[src/rtl/pulse_transmitter_multi_timer_pkg.sv]
// Shared definitions for the multi-channel pulse timer.
// - ch_state_t: per-channel run state (IDLE / RUN).
// - prescaler_field_w(): width of one channel's prescaler shift field.
package pulse_transmitter_pkg;

  typedef enum logic {
    ST_IDLE = 1'b0,
    ST_RUN  = 1'b1
  } ch_state_t;

  // A shift field must hold 0..PRESCALER_WIDTH-1. Never narrower than one bit.
  function automatic int prescaler_field_w(input int prescaler_width);
    return (prescaler_width > 1) ? $clog2(prescaler_width) : 1;
  endfunction

endpackage

[src/rtl/pulse_transmitter_multi_timer_if.sv]
// Control/status bundle between the transmitter control registers (master) and
// the timer block (slave).
// Signals:
//   start, stop   - per-channel 1-cycle strobes
//   prescaler     - per-channel shift field, channel i at slice i
//   duration      - per-channel duration field
//   count         - per-channel pulse count, 0 = unbounded
//   pulse_out     - per-channel 1-cycle pulse per period
//   busy          - per-channel running flag
//   done          - per-channel strobe coincident with the last bounded pulse
interface pulse_transmitter_multi_timer_if
  import pulse_transmitter_pkg::*;
#(
  parameter int NUM_CH          = 2,
  parameter int PRESCALER_WIDTH = 16,
  parameter int TIMER_WIDTH     = 8,
  parameter int COUNT_WIDTH     = 8
) ();

  localparam int PSW = prescaler_field_w(PRESCALER_WIDTH);

  logic [NUM_CH-1:0]             start;
  logic [NUM_CH-1:0]             stop;
  logic [NUM_CH*PSW-1:0]         prescaler;
  logic [NUM_CH*TIMER_WIDTH-1:0] duration;
  logic [NUM_CH*COUNT_WIDTH-1:0] count;
  logic [NUM_CH-1:0]             pulse_out;
  logic [NUM_CH-1:0]             busy;
  logic [NUM_CH-1:0]             done;

  modport master (
    output start, stop, prescaler, duration, count,
    input  pulse_out, busy, done
  );

  modport slave (
    input  start, stop, prescaler, duration, count,
    output pulse_out, busy, done
  );

endinterface

[src/rtl/pulse_transmitter_multi_timer_timer_channel.sv]
// One independent timer channel: generates a 1-cycle pulse every
// P = (duration+1) << prescaler cycles, optionally stopping after count pulses.
// Ports:
//   clk, sys_rst_n  - clock, asynchronous active-low reset
//   start_i, stop_i - 1-cycle strobes (stop wins when both are high)
//   prescaler_i     - shift amount; resampled at every pulse edge
//   duration_i      - duration; resampled at every pulse edge
//   count_i         - pulses to emit, 0 = unbounded; sampled at start only
//   pulse_o, busy_o, done_o - registered status outputs
module pulse_transmitter_timer_channel
  import pulse_transmitter_pkg::*;
#(
  parameter int PRESCALER_WIDTH = 16,
  parameter int TIMER_WIDTH     = 8,
  parameter int COUNT_WIDTH     = 8,
  parameter int PSW             = prescaler_field_w(PRESCALER_WIDTH)
) (
  input  logic                   clk,
  input  logic                   sys_rst_n,
  input  logic                   start_i,
  input  logic                   stop_i,
  input  logic [PSW-1:0]         prescaler_i,
  input  logic [TIMER_WIDTH-1:0] duration_i,
  input  logic [COUNT_WIDTH-1:0] count_i,
  output logic                   pulse_o,
  output logic                   busy_o,
  output logic                   done_o
);

  localparam logic [PRESCALER_WIDTH-1:0] PRE_ONE = PRESCALER_WIDTH'(1);
  localparam logic [TIMER_WIDTH-1:0]     DUR_ONE = TIMER_WIDTH'(1);
  localparam logic [COUNT_WIDTH-1:0]     REM_ONE = COUNT_WIDTH'(1);

  ch_state_t                state_q;
  logic [PRESCALER_WIDTH-1:0] pre_q;     // prescale countdown
  logic [PRESCALER_WIDTH-1:0] pre_rl_q;  // prescale reload for the current interval
  logic [TIMER_WIDTH-1:0]     dur_q;     // duration countdown
  logic [COUNT_WIDTH-1:0]     rem_q;     // pulses left; 0 means unbounded
  logic                       pulse_q;
  logic                       busy_q;
  logic                       done_q;

  logic [PRESCALER_WIDTH-1:0] pre_rl_d;
  logic                       expire_d;

  assign pre_rl_d = (PRE_ONE << prescaler_i) - PRE_ONE;
  // Both counters exhausted: this edge is a pulse edge.
  assign expire_d = (state_q == ST_RUN) && (pre_q == '0) && (dur_q == '0);

  always_ff @(posedge clk or negedge sys_rst_n) begin
    if (!sys_rst_n) begin
      state_q  <= ST_IDLE;
      pre_q    <= '0;
      pre_rl_q <= '0;
      dur_q    <= '0;
      rem_q    <= '0;
      pulse_q  <= 1'b0;
      busy_q   <= 1'b0;
      done_q   <= 1'b0;
    end else begin
      pulse_q <= 1'b0;
      done_q  <= 1'b0;
      if (stop_i) begin
        // Abort suppresses any pulse due on this edge.
        state_q  <= ST_IDLE;
        busy_q   <= 1'b0;
        pre_q    <= '0;
        pre_rl_q <= '0;
        dur_q    <= '0;
        rem_q    <= '0;
      end else if (expire_d) begin
        // Pulse edge: emit, then reload from freshly sampled config.
        pulse_q  <= 1'b1;
        pre_q    <= pre_rl_d;
        pre_rl_q <= pre_rl_d;
        dur_q    <= duration_i;
        if (rem_q == REM_ONE) done_q <= 1'b1;
        if (start_i) begin
          rem_q <= count_i;
        end else if (rem_q == REM_ONE) begin
          state_q  <= ST_IDLE;
          busy_q   <= 1'b0;
          pre_q    <= '0;
          pre_rl_q <= '0;
          dur_q    <= '0;
          rem_q    <= '0;
        end else if (rem_q != '0) begin
          rem_q <= rem_q - REM_ONE;
        end
      end else if (start_i) begin
        // Start or restart: the aborted interval never produces a pulse.
        state_q  <= ST_RUN;
        busy_q   <= 1'b1;
        pre_q    <= pre_rl_d;
        pre_rl_q <= pre_rl_d;
        dur_q    <= duration_i;
        rem_q    <= count_i;
      end else if (state_q == ST_RUN) begin
        if (pre_q == '0) begin
          pre_q <= pre_rl_q;
          dur_q <= dur_q - DUR_ONE;
        end else begin
          pre_q <= pre_q - PRE_ONE;
        end
      end
    end
  end

  assign pulse_o = pulse_q;
  assign busy_o  = busy_q;
  assign done_o  = done_q;

endmodule

[src/rtl/pulse_transmitter_multi_timer.sv]
// Multi-channel pulse timer: NUM_CH independent channels, each producing
// exact-period 1-cycle pulses with busy/done status.
// Ports:
//   clk        - system clock
//   sys_rst_n  - asynchronous active-low reset
//   bus        - slave side of the control/status interface
module pulse_transmitter_multi_timer
  import pulse_transmitter_pkg::*;
#(
  parameter int NUM_CH          = 2,
  parameter int PRESCALER_WIDTH = 16,
  parameter int TIMER_WIDTH     = 8,
  parameter int COUNT_WIDTH     = 8
) (
  input logic                            clk,
  input logic                            sys_rst_n,
  pulse_transmitter_multi_timer_if.slave bus
);

  localparam int PSW = prescaler_field_w(PRESCALER_WIDTH);

  for (genvar i = 0; i < NUM_CH; i++) begin : g_ch
    pulse_transmitter_timer_channel #(
      .PRESCALER_WIDTH (PRESCALER_WIDTH),
      .TIMER_WIDTH     (TIMER_WIDTH),
      .COUNT_WIDTH     (COUNT_WIDTH),
      .PSW             (PSW)
    ) u_ch (
      .clk         (clk),
      .sys_rst_n   (sys_rst_n),
      .start_i     (bus.start[i]),
      .stop_i      (bus.stop[i]),
      .prescaler_i (bus.prescaler[i*PSW +: PSW]),
      .duration_i  (bus.duration[i*TIMER_WIDTH +: TIMER_WIDTH]),
      .count_i     (bus.count[i*COUNT_WIDTH +: COUNT_WIDTH]),
      .pulse_o     (bus.pulse_out[i]),
      .busy_o      (bus.busy[i]),
      .done_o      (bus.done[i])
    );
  end

endmodule

[src/flat_wrapper.sv]
// flat-port wrapper written by rule: the top's interface ports become plain ports
module pulse_transmitter_multi_timer_flat import pulse_transmitter_pkg::*;
#(
  parameter int NUM_CH          = 2,
  parameter int PRESCALER_WIDTH = 16,
  parameter int TIMER_WIDTH     = 8,
  parameter int COUNT_WIDTH     = 8
)
  (clk, sys_rst_n, bus_start, bus_stop, bus_prescaler, bus_duration, bus_count, bus_pulse_out, bus_busy, bus_done);
  pulse_transmitter_multi_timer_if #(.NUM_CH(NUM_CH), .PRESCALER_WIDTH(PRESCALER_WIDTH), .TIMER_WIDTH(TIMER_WIDTH), .COUNT_WIDTH(COUNT_WIDTH)) bus_i ();
  input logic clk;
  input logic sys_rst_n;
  input wire logic [$bits(bus_i.start)-1:0] bus_start;
  input wire logic [$bits(bus_i.stop)-1:0] bus_stop;
  input wire logic [$bits(bus_i.prescaler)-1:0] bus_prescaler;
  input wire logic [$bits(bus_i.duration)-1:0] bus_duration;
  input wire logic [$bits(bus_i.count)-1:0] bus_count;
  output wire logic [$bits(bus_i.pulse_out)-1:0] bus_pulse_out;
  output wire logic [$bits(bus_i.busy)-1:0] bus_busy;
  output wire logic [$bits(bus_i.done)-1:0] bus_done;
  assign bus_i.start = bus_start;
  assign bus_i.stop = bus_stop;
  assign bus_i.prescaler = bus_prescaler;
  assign bus_i.duration = bus_duration;
  assign bus_i.count = bus_count;
  assign bus_pulse_out = bus_i.pulse_out;
  assign bus_busy = bus_i.busy;
  assign bus_done = bus_i.done;
  pulse_transmitter_multi_timer #(.NUM_CH(NUM_CH), .PRESCALER_WIDTH(PRESCALER_WIDTH), .TIMER_WIDTH(TIMER_WIDTH), .COUNT_WIDTH(COUNT_WIDTH)) u_core (.clk(clk), .sys_rst_n(sys_rst_n), .bus(bus_i));
endmodule
[config.mk]
export PLATFORM = sky130hd
export DESIGN_NAME = pulse_transmitter_multi_timer_flat
export DESIGN_NICKNAME = d
export VERILOG_FILES = /design/src/rtl/pulse_transmitter_multi_timer_pkg.sv /design/src/rtl/pulse_transmitter_multi_timer_if.sv /design/src/rtl/pulse_transmitter_multi_timer_timer_channel.sv /design/src/rtl/pulse_transmitter_multi_timer.sv /design/src/flat_wrapper.sv
export SDC_FILE = /design/constraint.sdc
export NUM_CORES = 1
export LEC_CHECK = 0
export ABC_AREA = 1
export CORE_MARGIN = 1.5
export CORE_UTILIZATION = 60
export CTS_CLUSTER_DIAMETER = 100
export CTS_CLUSTER_SIZE = 28
export DETAILED_ROUTE_END_ITERATION = 16
export PLACE_DENSITY = 0.89
export SLEW_MARGIN = 20
export SYNTH_ARGS = -nofsm -noshare
export SYNTH_HDL_FRONTEND = slang
export SYNTH_SLANG_ARGS = --single-unit
[constraint.sdc]
create_clock -name clk -period 2.3 [get_ports clk]
set_input_delay 0.46 -clock clk [delete_from_list [all_inputs] [get_ports clk]]
set_output_delay 0.46 -clock clk [all_outputs]
set_load 0.05 [all_outputs]
==> impl_metrics.toml <==
[finish]
nets = 1387
finish.utilization_pct = 72.6
diodes = 0
final_layout_size_suffix_gt1_share_pct = 11.1
fillers = 1033
areaGrowthSynthToFinish_pct = 17.1

[sta]
drv_slew = 0
tns_ns = 0
hold_ws_ns = 0.0554
worst_pin_slew_ns = 0.687
fin_crit_ns = 2.27
fin_crit_sh_pct = 98.7
relSlewSlack_pct = 54.0
finalHoldViolations = 0
fmax_ghz = 0.441
setup-violations-final = 0
skew_ns = 0.00559

[floorplan]
coreArea_um2 = 12700
die_x_um = 118
rows = 41
floorplan.initialDensity_pct = 62.0
die_area_um2 = 13800
io_pins = 52
die_h_um = 118

[run_status]
status = "completed"

[synthesis]
synthAdderAreaFrac_pct = 1.59
synth_most_common_cell = "nand2_1"
ys_warn_count = 0
synth_compound_area_share_pct = 8.71
synth_top_family_by_area = "simple AND/OR/NAND/NOR gates"
synthMuxAreaShare_pct = 0
synthXorXnorAreaFrac_pct = 2.78
ys.flop_type = "dfrtp_1"
syn-num-nets = 1304
synth.distinct_cells = 37
syn_area_um2 = 7890
synth.area.top_cells = "dfrtp_1, nand2_1, nand3_1"
synth_largest_area_cell = "dfrtp_1"
avgSynthCellArea_um2 = 6.32
yosys_register_bits = 102
yosysTopAreaCellShare_pct = 32.4
netlist_instances = 1248
synth-simple-area-share_pct = 44.1
synth_edf_count = 0
synthArstFlopShare_pct = 100
synth-seq-area-share_pct = 32.4
synth.top_cells.by_count = "nand2_1, nand3_1, inv_1"

[place]
dp_hpwl_um = 15900
gp_congestion = 0.964
port_buffers = 51

[setup_path]
cp_max_fo = 7
r2r_start = "u_core.g_ch[0].u_ch.dur_q[0]"
startpoint = "u_core.g_ch[1].u_ch.busy_o"
crit_path_cell_trace = "clkdlybuf4s50_1"
arrival_ns = 1.81
start_kind = "flip-flop"
cp.buffers_inverters = 1
cp_top_family = "buffers and inverters"
endpoint_kind = "output port"
cpPeakStageDelay_ns = 0.88
cpMaxStageDelayCell = "clkdlybuf4s50_1"
cp.required_ns = 1.84
crit_type = "reg2out"

[clock_tree]
cts_num_sinks = 102
cts_max_level = 3
hold_buffers = 0
max-clock-path-buffers = 2
clk_pin_slew_worst_paths_ns = 0.07
clock-root-buffer = "clkbuf_16"
cts_tree = "yes"
cts_buffers = 9
clkLatencyLatePin_ns = 0.36

[global_route]
antenna_found_initial = 0
grt_pass1_vias = 8195
overflow = 0
grt_pass1_wl_um = 37800
grt_max_degree = 49
grt_usage_pct = 32.8

[routing]
first_iter_violations = 995
dr.pass1.iters = 7
ant_nets = 0
via_count = 8698
wl_per_cell_um = 14.8
drt_drc_violations_left = 0
vias_per_cell = 5.77
route.final.wire_length_um = 22300

[power_and_ir_drop]
ir_drop_mv = 0.363
power.leakage_nw = 4.87
power_density_nw_per_um2 = 601

[flow_run]
drv_cap = 0

[hold_path]
hp-class = "in2async"
-- area by class of cell --
| type | instances | area [um2] | share of cell area (%) |
|---|---|---|---|
| inverters | 143 | 541 | 5.85 |
| well taps | 172 | 215 | 2.33 |
| clock inverters | 4 | 70.1 | 0.759 |
| clock buffers | 11 | 253 | 2.74 |
| repair buffers | 123 | 1080 | 11.7 |
| flip-flops and latches | 102 | 2550 | 27.6 |
| multi-input cells | 952 | 4530 | 49.0 |
-- sequential cells by signal (all words and copies together) (netlist names) --
name / cells
u_core.g_ch.u_ch.busy_o: 2
u_core.g_ch.u_ch.done_o: 2
u_core.g_ch.u_ch.pre_rl_q: 32
u_core.g_ch.u_ch.dur_q: 16
u_core.g_ch.u_ch.rem_q: 16
u_core.g_ch.u_ch.pulse_o: 2
u_core.g_ch.u_ch.pre_q: 32
-- where the power goes --
group | switching (W) | total [W] | internal (W)
logic | 0.00108 | 0.00172 | 0.000639
clock network | 0.000700 | 0.00170 | 0.00100
registers | 0.000166 | 0.00213 | 0.00196
total | 0.00194 | 0.00555 | 0.00360
-- stage by stage --
| step | power [W] | cells | area (um2) | worst slack, ns |
|---|---|---|---|---|
| 2_1_floorplan | 0.00329 | 1248 | 7890 | 0.213 |
| 3_3_place_gp | 0.00374 | 1486 | 8830 | -0.105 |
| 3_5_place_dp | 0.00380 | 1486 | 8830 | -0.193 |
| 4_1_cts | 0.00549 | 1501 | 9150 | 0.0598 |
| 5_1_grt | 0.00586 | 1507 | 9240 | -0.0193 |
| 6_report | 0.00555 | 1507 | 9240 | 0.0304 |
-- cells in the final DEF, fill, tap and decap left out, types with 3 or more instances in the layout --
master / netlist / final
a21oi_1: 11 / 11
buf_4: 8 / 70
clkbuf_16: 0 / 9
clkdlybuf4s50_1: 0 / 50
dfrtp_1: 102 / 102
ha_1: 10 / 10
inv_1: 133 / 132
inv_2: 8 / 8
nand2_1: 437 / 434
nand2_2: 7 / 10
nand2_4: 4 / 4
nand3_1: 159 / 159
nand3b_1: 4 / 4
nand4_1: 35 / 35
nor2_1: 101 / 97
nor2_2: 11 / 14
nor2_4: 9 / 10
nor3_1: 8 / 8
o211ai_1: 17 / 17
o21ai_0: 78 / 77
o21ai_1: 13 / 14
o22ai_1: 3 / 3
or2_2: 10 / 10
xnor2_1: 5 / 5
xor2_1: 20 / 20
-- repair_timing --
action | in CTS | in global routing
resized for setup | 0 | 11
endpoints found under the hold margin | 0 | 0
setup buffers | 0 | 6
endpoints found under the setup margin | 0 | 40
-- kinds of logic (layout without fill, tap and decap cells) --
kind of cell,Yosys count,count (layout)
fa+ha+maj,10,10
xor+xnor,25,25
flops,102,102
compound gates,126,126
simple gates,791,791
buf+inv,194,281
-- layer usage --
layer	routed length [um]	vias to the layer above	track usage, %
met5	0	-	0
met4	784	0	13.3
met3	1610	77	5.38
met2	11000	421	56.4
met1	8860	4029	41.1
li1	-	4171	-
-- final timing paths --
kind,end,slack (ns),cells past startpoint
max reg2reg,u_core.g_ch[0].u_ch.pre_q[11],0.18,12
min reg2reg,u_core.g_ch[1].u_ch.pre_rl_q[8],0.48,2
min in group clk,u_core.g_ch[1].u_ch.pre_rl_q[8],0.48,2
max,bus_busy[1],0.03,1
min,u_core.g_ch[0].u_ch.dur_q[0],0.06,1
max in group asynchronous,u_core.g_ch[0].u_ch.pre_rl_q[7],1.57,2
Power figures use the tool's default switching activity.
